### src/rtl/fc_chunk_adder_if.sv
// Chunk-stream input and sum output handshake bundle for fc_chunk_adder.
// slave = adder side, master = producer/consumer side.
interface fc_chunk_adder_if #(
   parameter int w_chunk  = 4,
   parameter int n_chunks = 2
);
   localparam int W = w_chunk * n_chunks;

   logic               up_vld;
   logic               up_rdy;
   logic [w_chunk-1:0] up_data;
   logic               down_vld;
   logic               down_rdy;
   logic [W:0]         down_data;

   modport slave (
      input  up_vld, up_data, down_rdy,
      output up_rdy, down_vld, down_data
   );

   modport master (
      output up_vld, up_data, down_rdy,
      input  up_rdy, down_vld, down_data
   );
endinterface

### src/rtl/fc_chunk_adder.sv
// Collects operand A then B as LSB-first chunks and presents the registered sum on a valid/ready port.
// Build option FC_CHUNK_ADDER_SATURATE_EN clamps the sum to w bits instead of exposing the carry.
module fc_chunk_adder #(
   parameter int w_chunk  = 4,
   parameter int n_chunks = 2
) (
   input  logic              clk,
   input  logic              rst_n,
   fc_chunk_adder_if.slave   bus
);
   localparam int W  = w_chunk * n_chunks;
   localparam int CW = (n_chunks > 1) ? $clog2(n_chunks) : 1;
   localparam logic [CW-1:0] LAST = CW'(n_chunks - 1);

   typedef enum logic [1:0] {
      COLLECT_A = 2'd0,
      COLLECT_B = 2'd1,
      OUTPUT    = 2'd2
   } state_t;

   state_t        state_q;
   logic [CW-1:0] cnt_q;
   logic [W-1:0]  a_q;
   logic          up_rdy_q;
   logic          down_vld_q;
   logic [W:0]    down_data_q;
   logic [W-1:0]  b_full_d;
   logic [W:0]    result_d;
   logic          xfer;
   logic          last_chunk;

   // up_rdy comes straight from a register, so down_rdy never reaches it combinationally.
   assign xfer       = bus.up_vld & up_rdy_q;
   assign last_chunk = (cnt_q == LAST);

   generate
      if (n_chunks > 1) begin : g_b_lo
         logic [W-w_chunk-1:0] b_lo_q;
         always_ff @(posedge clk or negedge rst_n) begin
            if (!rst_n) begin
               b_lo_q <= '0;
            end else if (xfer && state_q == COLLECT_B && !last_chunk) begin
               b_lo_q[cnt_q*w_chunk +: w_chunk] <= bus.up_data;
            end
         end
         assign b_full_d = {bus.up_data, b_lo_q};
      end else begin : g_b_single
         assign b_full_d = bus.up_data;
      end
   endgenerate

   always_comb begin
      result_d = {1'b0, a_q} + {1'b0, b_full_d};
`ifdef FC_CHUNK_ADDER_SATURATE_EN
      if (result_d[W]) result_d = {1'b0, {W{1'b1}}};
`endif
   end

   always_ff @(posedge clk or negedge rst_n) begin
      if (!rst_n) begin
         state_q     <= COLLECT_A;
         cnt_q       <= '0;
         a_q         <= '0;
         up_rdy_q    <= 1'b1;
         down_vld_q  <= 1'b0;
         down_data_q <= '0;
      end else begin
         case (state_q)
            COLLECT_A: begin
               if (xfer) begin
                  a_q[cnt_q*w_chunk +: w_chunk] <= bus.up_data;
                  if (last_chunk) begin
                     cnt_q   <= '0;
                     state_q <= COLLECT_B;
                  end else begin
                     cnt_q <= cnt_q + 1'b1;
                  end
               end
            end
            COLLECT_B: begin
               if (xfer) begin
                  if (last_chunk) begin
                     cnt_q       <= '0;
                     down_data_q <= result_d;
                     down_vld_q  <= 1'b1;
                     up_rdy_q    <= 1'b0;
                     state_q     <= OUTPUT;
                  end else begin
                     cnt_q <= cnt_q + 1'b1;
                  end
               end
            end
            OUTPUT: begin
               // down_data_q deliberately keeps the last sum after the handshake.
               if (bus.down_rdy) begin
                  down_vld_q <= 1'b0;
                  cnt_q      <= '0;
                  up_rdy_q   <= 1'b1;
                  state_q    <= COLLECT_A;
               end
            end
            default: begin
               state_q    <= COLLECT_A;
               cnt_q      <= '0;
               down_vld_q <= 1'b0;
               up_rdy_q   <= 1'b1;
            end
         endcase
      end
   end

   assign bus.up_rdy    = up_rdy_q;
   assign bus.down_vld  = down_vld_q;
   assign bus.down_data = down_data_q;

endmodule

### src/flat_wrapper.sv
// flat-port wrapper written by rule: the top's interface ports become plain ports
module fc_chunk_adder_flat 
#(
   parameter int w_chunk  = 4,
   parameter int n_chunks = 2
)
  (clk, rst_n, bus_up_vld, bus_up_data, bus_down_rdy, bus_up_rdy, bus_down_vld, bus_down_data);
  fc_chunk_adder_if #(.w_chunk(w_chunk), .n_chunks(n_chunks)) bus_i ();
  input  logic clk;
  input  logic rst_n;
  input wire logic [$bits(bus_i.up_vld)-1:0] bus_up_vld;
  input wire logic [$bits(bus_i.up_data)-1:0] bus_up_data;
  input wire logic [$bits(bus_i.down_rdy)-1:0] bus_down_rdy;
  output wire logic [$bits(bus_i.up_rdy)-1:0] bus_up_rdy;
  output wire logic [$bits(bus_i.down_vld)-1:0] bus_down_vld;
  output wire logic [$bits(bus_i.down_data)-1:0] bus_down_data;
  assign bus_i.up_vld = bus_up_vld;
  assign bus_i.up_data = bus_up_data;
  assign bus_i.down_rdy = bus_down_rdy;
  assign bus_up_rdy = bus_i.up_rdy;
  assign bus_down_vld = bus_i.down_vld;
  assign bus_down_data = bus_i.down_data;
  fc_chunk_adder #(.w_chunk(w_chunk), .n_chunks(n_chunks)) u_core (.clk(clk), .rst_n(rst_n), .bus(bus_i));
endmodule
### config.mk
export PLATFORM = sky130hd
export DESIGN_NAME = fc_chunk_adder_flat
export DESIGN_NICKNAME = d
export VERILOG_FILES = /design/src/rtl/fc_chunk_adder_if.sv /design/src/rtl/fc_chunk_adder.sv /design/src/flat_wrapper.sv
export SDC_FILE = /design/constraint.sdc
export NUM_CORES = 1
export LEC_CHECK = 0
export BUFFER_PORTS_ARGS = -buffer_cell sky130_fd_sc_hd__buf_2
export CAP_MARGIN = 20
export CORE_UTILIZATION = 40
export DETAILED_ROUTE_END_ITERATION = 8
export GPL_TIMING_DRIVEN = 1
export PLACE_DENSITY_LB_ADDON = 0.3
export SKIP_CTS_REPAIR_TIMING = 1
export SLEW_MARGIN = 10
export SYNTH_ARGS = -nofsm -noshare
export SYNTH_HDL_FRONTEND = slang
export SYNTH_SLANG_ARGS = --single-unit
### constraint.sdc
create_clock -name clk -period 2.5 [get_ports clk]
set_clock_uncertainty 0.1 [all_clocks]
set_input_delay 0.5 -clock clk [delete_from_list [all_inputs] [get_ports clk]]
set_output_delay 0.5 -clock clk [all_outputs]
set_load 0.03 [all_outputs]
## After elaboration in Yosys (flattened, before gate mapping)

Index checks and enable logic that the tools add are counted.

| word-level totals | value |
|---|---|
| logic and storage cells | 53 |
| bits in registers | 26 |

| operators by class | value |
|---|---|
| multiplexer cells | 19 |
| add/subtract/negate cells | 3 |
| equality and inequality tests | 8 |
| bitwise operators | 2 |
| shifts and indexed selects | 4 |
| reduce and logical (&&, ||, !) cells | 10 |

Operator list:

| operator | number |
|---|---|
| $neg 3->34 | 1 |
| $shift 4x34->4 const A | 1 |
| $shift 4x34->8 const A | 1 |
| $shiftx 4x34->4 | 1 |
| $shiftx 4x34->8 | 1 |
| $mux 2 | 5 |
| $ne 2x1->1 const B | 5 |
| $add 8x8->9 | 1 |
| $bwmux 8 | 1 |
| $mux 1 | 8 |
| $pmux 1 s3 | 2 |
| $pmux 2 s3 | 1 |
| $reduce_and 5->1 | 1 |
| $bwmux 4 | 1 |
| $reduce_and 2->1 | 2 |
| $reduce_and 4->1 | 1 |
| $reduce_and 3->1 | 1 |
| $eq 2x1->1 const B | 1 |
| $eq 2x2->1 const B | 1 |
| $logic_and 1x1->1 | 2 |
| $logic_not 2->1 | 1 |
| $ne 2x2->1 const B | 1 |
| $pmux 1 s2 | 1 |
| $reduce_or 2->1 | 1 |
| other kinds (4) | 4 |

## Longest topological paths before layout

Gate-level depths: netlist of run 1.

| logic depth | value |
|---|---|
| depth in word-level cells | 4 |
| mapped depth | 6 |

## Worst setup path before layout of run 1

Ideal clock, no wire load.

| timing | value |
|---|---|
| kind | reg2reg |
| start point | reg u_core.g_b_lo.b_lo_q[0] |
| end point | reg u_core.down_data_q[6], in the netlist u_core.bus.down_data[6] |
| buffers on the path | 0 |
| setup time | 0.069 ns |
| cell stages (with the launch flop) | 7 |
| data required time | 2.331 ns |
| arrival | 1.814 ns |
| path slack | 0.517 ns |
| path through | dfrtp_1 -> ha_1 -> fa_1 -> a21o_1 -> a31o_2 -> or3_1 -> nand3_1 |

| on the way | value |
|---|---|
| longest elaborated chain between the ends | 1 |

Ends and longest elaborated chain:

| element | line | RTL |
|---|---|---|
| start: declaration | fc_chunk_adder.sv:38 | `logic [W-w_chunk-1:0] b_lo_q;` |
| start signal: indexed assignment | fc_chunk_adder.sv:43 | `b_lo_q[cnt_q*w_chunk +: w_chunk] <= bus.up_data;` |
| $add 8x8->9 | fc_chunk_adder.sv:53 | `result_d = {1'b0, a_q} + {1'b0, b_full_d};` |
| end signal: assignment | fc_chunk_adder.sv:84 | `down_data_q <= result_d;` |
| end: declaration | fc_chunk_adder.sv:26 | `logic [W:0] down_data_q;` |

Every way passes these cells.
A chain may end at the register's enable or synchronous reset.

## Final worst setup path of run 1

Same ends and word-level chain as after synthesis.

==> results.yml, run 1 <==
setup_path:
  crit_path_top_delay_cell: "dfrtp_1"
  start_kind: "flop"
  slowest_delay_ps: 420
  arrival_ps: 2310
  crit_fanout: 3
  crit_type: "reg2reg"
  reg2reg_slack_ps: 350
  crit_chain: "ha_1 -> fa_1 -> a21o_1 -> a31o_2 -> or3_1 -> nand3_1"
  r2r_start: "u_core.g_b_lo.b_lo_q[0]"
  worstSetupStartpoint: "u_core.g_b_lo.b_lo_q[0]"
  critPathRequiredTime_ps: 2670
  cp-end-kind: "flop"
synthesis:
  synthMuxAreaShare: 0.0966
  syn_nets: 145
  synth_cell_type_count: 38
  syn_area_sq_mm: 0.00140
  synth.avg_cell_area_sq_um: 10.9
  synth_top_family_by_area: "simple AND/OR/NAND/NOR gates"
  synth_compound_area_frac: 0.129
  yosysWarnings: 0
  synth_xor_area_frac: 0.0250
  synth-simple-area-share: 0.182
  ys_seq_area_frac: 0.466
  synth_seq_cells: 26
  synth_fa_ha_area_frac: 0.0859
  synthCells: 128
clocking:
  clock_path_buffers: 2
  cts_tree: "done"
  clock-sinks: 26
  numCtsBuffers: 3
  cts.clk_slew.worst_paths_ps: 140
  clk_latency_ps: 320
  cts_max_level: 1
  clock-root-buffer: "clkbuf_4"
power:
  power-per-cell-area_mw_per_mm2: 427
  p_leak_nw: 0.821
  irDropWorstVdd_v: 0.000136
global_routing:
  grt_max_degree: 27
  antenna_found_initial: 0
  grt_pass1_vias: 972
  grt_util_all_layers: 0.169
  grt_remaining_overflow: 0
  grt_pass1_wl_um: 4640
timing:
  final-setup-viol-count: 0
  max_slew_margin: 0.617
  fin_crit_ps: 2150
  fin_crit_sh: 0.859
  hold_violations: 0
  worst_pin_slew_ps: 575
  setup_tns_ps: 0
  rsz0062_at_grt: "no"
  slew_violations: 0
  max_freq_ghz: 0.466
outcome:
  status: "finished, final reports clean"
floorplan:
  initial_core_util: 0.419
  die_w_um: 61.1
  die_h_um: 61.1
  die_area_sq_mm: 0.00374
  ioPinCount: 19
  num_rows: 21
  coreArea_sq_mm: 0.00334
detailed_routing:
  vias: 1063
  wirelength_um: 2830
  drt-vias-per-instance: 5.57
  wl_per_cell_um: 14.8
  drtIter0Drc: 49
  dr.pass1.iters: 4
  antenna_left: 0
  drc_errors: 0
final_layout:
  layout-drive-gt1-share: 0.262
  fin_util: 0.469
  multi_input_area_sq_um: 724
  n_antenna_cell: 0
  fin_nets: 163
  area_growth_pct: 11.8
  n_fill_cell: 315
  regArea_sq_um: 652
job:
  cap_violations: 0
place:
  hpwl_um: 2100
  io_buffer_count: 18
  gp_congestion: 0.829
hold_path:
  hp-class: "in2async"
-- metrics by stage --
step                      hold slack, ps  power (mW)  worst slack, ps  instance area, sq um  std cells
after detailed placement             358       0.461              420                  1530        187
after global placement               353       0.460              464                  1530        187
final                               48.2       0.668              353                  1560        191
after floorplan                      104       0.440              517                  1400        128
after global routing                73.6       0.695              302                  1560        191
after CTS                           72.3       0.675              365                  1560        191
-- worst paths after layout --
kind                                           end  cells after the start
hold reg to reg            u_core.bus.down_data[0]                      2
setup reg to reg           u_core.bus.down_data[6]                      6
hold / removal             u_core.bus.down_data[3]                      1
max in group asynchronous        u_core.bus.up_rdy                      1
setup / recovery           u_core.bus.down_data[6]                      6
min in group clk                 u_core.bus.up_rdy                      3
-- worst max-delay path, delay by kind of cell, from the launching register on --
family | cells | cell delay [ps]
adder cells (fa/ha/maj) | 2 | 650
AO/OA/AOI/OAI | 2 | 480
AND/OR/NAND/NOR | 2 | 440
flip-flops | 1 | 420
-- routing by layer --
layer	global-route usage	vias up	part of all wire
li1	-	508	-
met1	0.229	525	0.47
met2	0.275	23	0.49
met3	0.0189	7	0.020
met4	0.0714	0	0.023
met5	0	-	0
-- placed cells by master, fill, tap and decap left out, types with 2 or more instances in the layout --
cell type and n:
mux2_2 12, buf_2 18, nor4b_1 2, dfrtp_1 25, xor2_1 3, nand2b_1 2
or3_1 3, a21oi_1 4, ha_1 8, o21ai_0 6, clkbuf_4 3, nor2_1 7
nand3_1 5, or4_1 3, a211oi_1 3, nand2_1 15, a21o_1 3
-- power by group --
part | total [mW] | switching, mW | internal, mW
combinational | 0.0321 | 0.0227 | 0.00947
sequential | 0.421 | 0 | 0.421
clock | 0.215 | 0.126 | 0.0892
total | 0.668 | 0.148 | 0.519
-- kinds of logic after synthesis --
kind of cell    after synthesis
compound gates               26
xor+xnor                      4
fa+ha+maj                     9
buf+inv                       6
flops                        26
mux                          12
simple gates                 45
-- final cells by class --
type / count / area share
Multi-Input combinational cell: 96 / 0.463
Sequential cell: 26 / 0.417
Timing Repair Buffer: 18 / 0.0576
Tap cell: 46 / 0.0368
Clock buffer: 4 / 0.0232
Inverter: 1 / 0.00240
-- cell usage after synthesis --
master	instances	area, sq um
a211oi_1	3	22.5
a21o_1	3	22.5
a21oi_1	4	20.0
a2bb2oi_1	1	8.76
a311oi_1	1	8.76
a31o_2	1	8.76
clkbuf_1	5	18.8
dfrtp_1	25	626
dfstp_2	1	26.3
fa_1	1	20.0
ha_1	8	100
inv_1	1	3.75
mux2_2	12	135
nand2_1	15	56.3
nand2b_1	2	12.5
nand3_1	5	25.0
nand4_1	1	6.26
nand4_4	1	21.3
nand4b_1	1	8.76
nor2_1	7	26.3
nor2b_1	1	6.26
nor3_1	1	5.00
nor4_1	1	6.26
nor4b_1	2	17.5
nor4b_2	1	15.0
o2111ai_1	1	8.76
o211a_1	1	10.0
o211ai_1	1	7.51
o21a_1	1	7.51
o21ai_0	6	30.0
o22a_1	1	8.76
o2bb2ai_1	1	8.76
o31ai_1	1	7.51
or2_1	1	6.26
or3_1	3	18.8
or4_1	3	22.5
xnor2_1	1	8.76
xor2_1	3	26.3
-- flip-flops by register name, indices dropped and copies added (netlist names) --
register,flops
u_core.g_b_lo.b_lo_q,4
u_core.cnt_q,1
u_core.state_q,2
u_core.bus.up_rdy,1
u_core.bus.down_vld,1
u_core.a_q,8
u_core.bus.down_data,9
Power figures use the tool's default switching activity.
==> inputs of run 2 (changes only) <==
Settings changed: CORE_ASPECT_RATIO from default to 1.75.
==> results.yml, run 2 (synthesized netlist as in run 1, its figures left out) <==
detailed_routing:
  wirelength_um: 3070
  drc_errors: 0
  dr.pass1.iters: 4
  vias: 1074
  antenna_left: 0
  drtIter0Drc: 19
  drt-vias-per-instance: 5.65
  wl_per_cell_um: 16.2
timing:
  slew_violations: 0
  whs_ps: 107
  final-setup-viol-count: 0
  rsz0062_at_grt: "no"
  worst_pin_slew_ps: 709
  hold_violations: 0
  max_slew_margin: 0.526
  setup_tns_ps: 0
  max_freq_ghz: 0.475
  fin_crit_sh: 0.842
  fin_crit_ps: 2110
final_layout:
  final_common_cell: "dfrtp_1"
  stdcell_area_sq_mm: 0.00158
  area_growth_pct: 13.1
  n_antenna_cell: 0
  layout-drive-gt1-share: 0.262
  largest_reg_flops: 9
  layout_common_cells: "dfrtp_1, buf_2, nand2_1"
  final_cells: 190
  fin_nets: 163
clocking:
  clk_latency_ps: 280
  clock_path_buffers: 2
  cts.clk_slew.worst_paths_ps: 90
  cts_max_level: 1
  clock-sinks: 26
  cts_tree: "done"
  numCtsBuffers: 3
  clock-root-buffer: "clkbuf_8"
setup_path:
  critPathRequiredTime_ps: 2610
  crit_fanout: 3
  arrival_ps: 2220
  start_kind: "flop"
  crit_type: "reg2reg"
  cp-end-kind: "flop"
  reg2reg_slack_ps: 390
global_routing:
  grt_remaining_overflow: 0
  antenna_found_initial: 0
  grt_max_degree: 27
  grt_pass1_vias: 1096
  grt_pass1_wl_um: 4960
  grt_util_all_layers: 0.183
power:
  power-per-cell-area_mw_per_mm2: 462
  irDropWorstVdd_v: 0.000316
  p_leak_nw: 0.828
  total_power_mw: 0.730
floorplan:
  num_rows: 28
  die_w_um: 46.7
  die_h_um: 80.2
  initial_core_util: 0.416
  die_area_sq_mm: 0.00375
  coreArea_sq_mm: 0.00336
  ioPinCount: 19
outcome:
  status: "finished, final reports clean"
place:
  io_buffer_count: 18
  gp_congestion: 0.793
  placed_area_sq_mm: 0.00153
  hpwl_um: 2330
  dp_cells: 186
job:
  cap_violations: 0
hold_path:
  hp-class: "in2async"
run 2: report_power, final:
| part | internal [mW] | leakage (nW) | switching, mW | total, mW |
|---|---|---|---|---|
| logic | 0.00941 | 0.440 | 0.0225 | 0.0319 |
| clock network | 0.141 | 0.0288 | 0.137 | 0.278 |
| registers | 0.420 | 0.360 | 0 | 0.420 |
run 2: metrics by stage:
stage,setup WS (ps),utilization
6_report,395,0.470
4_1_cts,410,0.470
3_3_place_gp,462,0.454
3_5_place_dp,429,0.454
5_1_grt,325,0.470
2_1_floorplan,517,-
run 2: layer usage:
layer	GRT usage	up-vias	part of all wire
met5	0	-	0
met4	0.0800	0	0.020
met3	0.0202	7	0.023
met2	0.331	20	0.56
met1	0.202	540	0.39
li1	-	507	-
run 2: critical path, cell delays in order (launching register included):
cell	delay, ps
dfrtp_1	390
ha_1	240
fa_1	420
a21o_1	220
a31o_2	260
or3_1	340
nand3_1	90
run 2: final timing paths:
| path | start | end | depth (start not counted) |
|---|---|---|---|
| setup / recovery | u_core.g_b_lo.b_lo_q[0] | u_core.bus.down_data[6] | 6 |
| hold / removal | rst_n | u_core.bus.down_vld | 1 |
| setup reg to reg | u_core.g_b_lo.b_lo_q[0] | u_core.bus.down_data[6] | 6 |
| hold reg to reg | u_core.bus.down_data[0] | u_core.bus.down_data[0] | 2 |
| max in group asynchronous | rst_n | u_core.a_q[0] | 1 |
| min in group clk | bus_down_rdy | u_core.bus.up_rdy | 3 |
run 2: final cells by class:
cell class                      instances  area, sq um
Fill cell                             323         1780
Multi-Input combinational cell         96          724
Sequential cell                        26          652
Timing Repair Buffer                   18         90.1
Tap cell                               45         56.3
Clock buffer                            4         55.1
Inverter                                1         3.75
==> inputs of run 3 (changes only) <==
Clock period 2.5 ns to 2 ns, I/O delays scaled along.
==> results.yml, run 3 (synthesized netlist as in run 1, its figures left out) <==
global_routing:
  grt_remaining_overflow: 0
  grt_util_all_layers: 0.183
  antenna_found_initial: 0
  grt_pass1_wl_um: 4830
  grt_pass1_vias: 1066
  grt_max_degree: 27
detailed_routing:
  drc_errors: 0
  drt-vias-per-instance: 5.63
  wl_per_cell_um: 15.6
  dr.pass1.iters: 4
  wirelength_um: 3120
  antenna_left: 0
  drtIter0Drc: 26
  vias: 1125
floorplan:
  ioPinCount: 19
  die_w_um: 46.7
  coreArea_sq_mm: 0.00336
  num_rows: 28
  die_h_um: 80.2
  die_area_sq_mm: 0.00375
  initial_core_util: 0.416
final_layout:
  regArea_sq_um: 652
  multi_input_area_sq_um: 729
  largest_reg_flops: 9
  n_antenna_cell: 0
  area_growth_pct: 18.8
  layout-drive-gt1-share: 0.323
  n_fill_cell: 333
  layout_common_cells: "dfrtp_1, buf_2, nand2_1"
  final_common_cell: "dfrtp_1"
  fin_nets: 173
job:
  cap_violations: 0
setup_path:
  critPathRequiredTime_ps: 2110
  arrival_ps: 2050
  cp-end-kind: "flop"
  reg2reg_slack_ps: 60
  start_kind: "flop"
  crit_type: "reg2reg"
  crit_fanout: 2
timing:
  max_freq_ghz: 0.516
  hold_violations: 0
  slew_violations: 0
  final-setup-viol-count: 0
  max_slew_margin: 0.617
  fin_crit_sh: 0.968
  worst_slack_ps: 63.5
  rsz0062_at_grt: "no"
  setup_tns_ps: 0
  worst_pin_slew_ps: 574
  fin_crit_ps: 1940
place:
  hpwl_um: 2430
  gp_congestion: 0.833
  io_buffer_count: 18
  pre_cts_ws_ps: -27.0
clocking:
  cts_tree: "done"
  numCtsBuffers: 3
  clock-sinks: 26
  cts.clk_slew.worst_paths_ps: 90
  clock_path_buffers: 2
  clock-root-buffer: "clkbuf_8"
  clk_latency_ps: 270
  cts_max_level: 1
outcome:
  status: "finished, final reports clean"
power:
  p_leak_nw: 0.873
  power-per-cell-area_mw_per_mm2: 548
  irDropWorstVdd_v: 0.000374
hold_path:
  hp-class: "in2async"
==> run 3: cell count changes in the layout (fill, tap and decap cells not counted), sizes merged <==
cell  delta
buf     +10
==> run 3: power by group <==
part / switching [mW] / leakage, nW / total (mW) / internal [mW]
clock network: 0.165 / 0.0288 / 0.341 / 0.176
logic: 0.0298 / 0.485 / 0.0438 / 0.0140
registers: 0 / 0.360 / 0.525 / 0.525
total: 0.195 / 0.873 / 0.910 / 0.715
==> run 3: area by class of cell <==
type                            instances  share of cell area
Multi-Input combinational cell         96               0.439
Sequential cell                        26               0.392
Clock buffer                            4              0.0331
Tap cell                               45              0.0339
Inverter                                1             0.00226
Timing Repair Buffer                   28              0.0994
==> run 3: metrics by stage <==
| step | total power [mW] | hold WS [ps] | utilization | instances | instance area, sq um |
|---|---|---|---|---|---|
| floorplan | 0.550 | 4.41 | - | 128 | 1400 |
| global placement | 0.578 | 320 | 0.472 | 194 | 1590 |
| detailed placement | 0.580 | 335 | 0.472 | 194 | 1590 |
| CTS | 0.925 | 33.0 | 0.488 | 198 | 1640 |
| global route | 0.950 | 49.3 | 0.494 | 200 | 1660 |
| finish | 0.910 | 13.0 | 0.494 | 200 | 1660 |
==> run 3: critical path: stages, from the launching register on <==
cell and delay, ps:
dfrtp_1 390, ha_2 210, fa_2 370, a21o_1 180
a31o_2 250, or3_1 310, nand3_1 70
==> run 3: routing by layer <==
layer	GRT usage	wire, um	part of all wire
met1	0.194	1160	0.37
met2	0.319	1770	0.57
met3	0.0202	63	0.020
met4	0.114	123	0.039
met5	0	0	0
==> run 3: path summary, 6_finish.rpt <==
kind | startpoint | to | cells past startpoint
setup reg to reg | u_core.a_q[0] | u_core.bus.down_data[6] | 6
min in group clk | bus_down_rdy | u_core.bus.up_rdy | 3
max in group asynchronous | rst_n | u_core.state_q[0] | 1
setup / recovery | u_core.a_q[0] | u_core.bus.down_data[6] | 6
hold / removal | rst_n | u_core.bus.down_data[4] | 1
hold reg to reg | u_core.bus.down_data[1] | u_core.bus.down_data[1] | 2
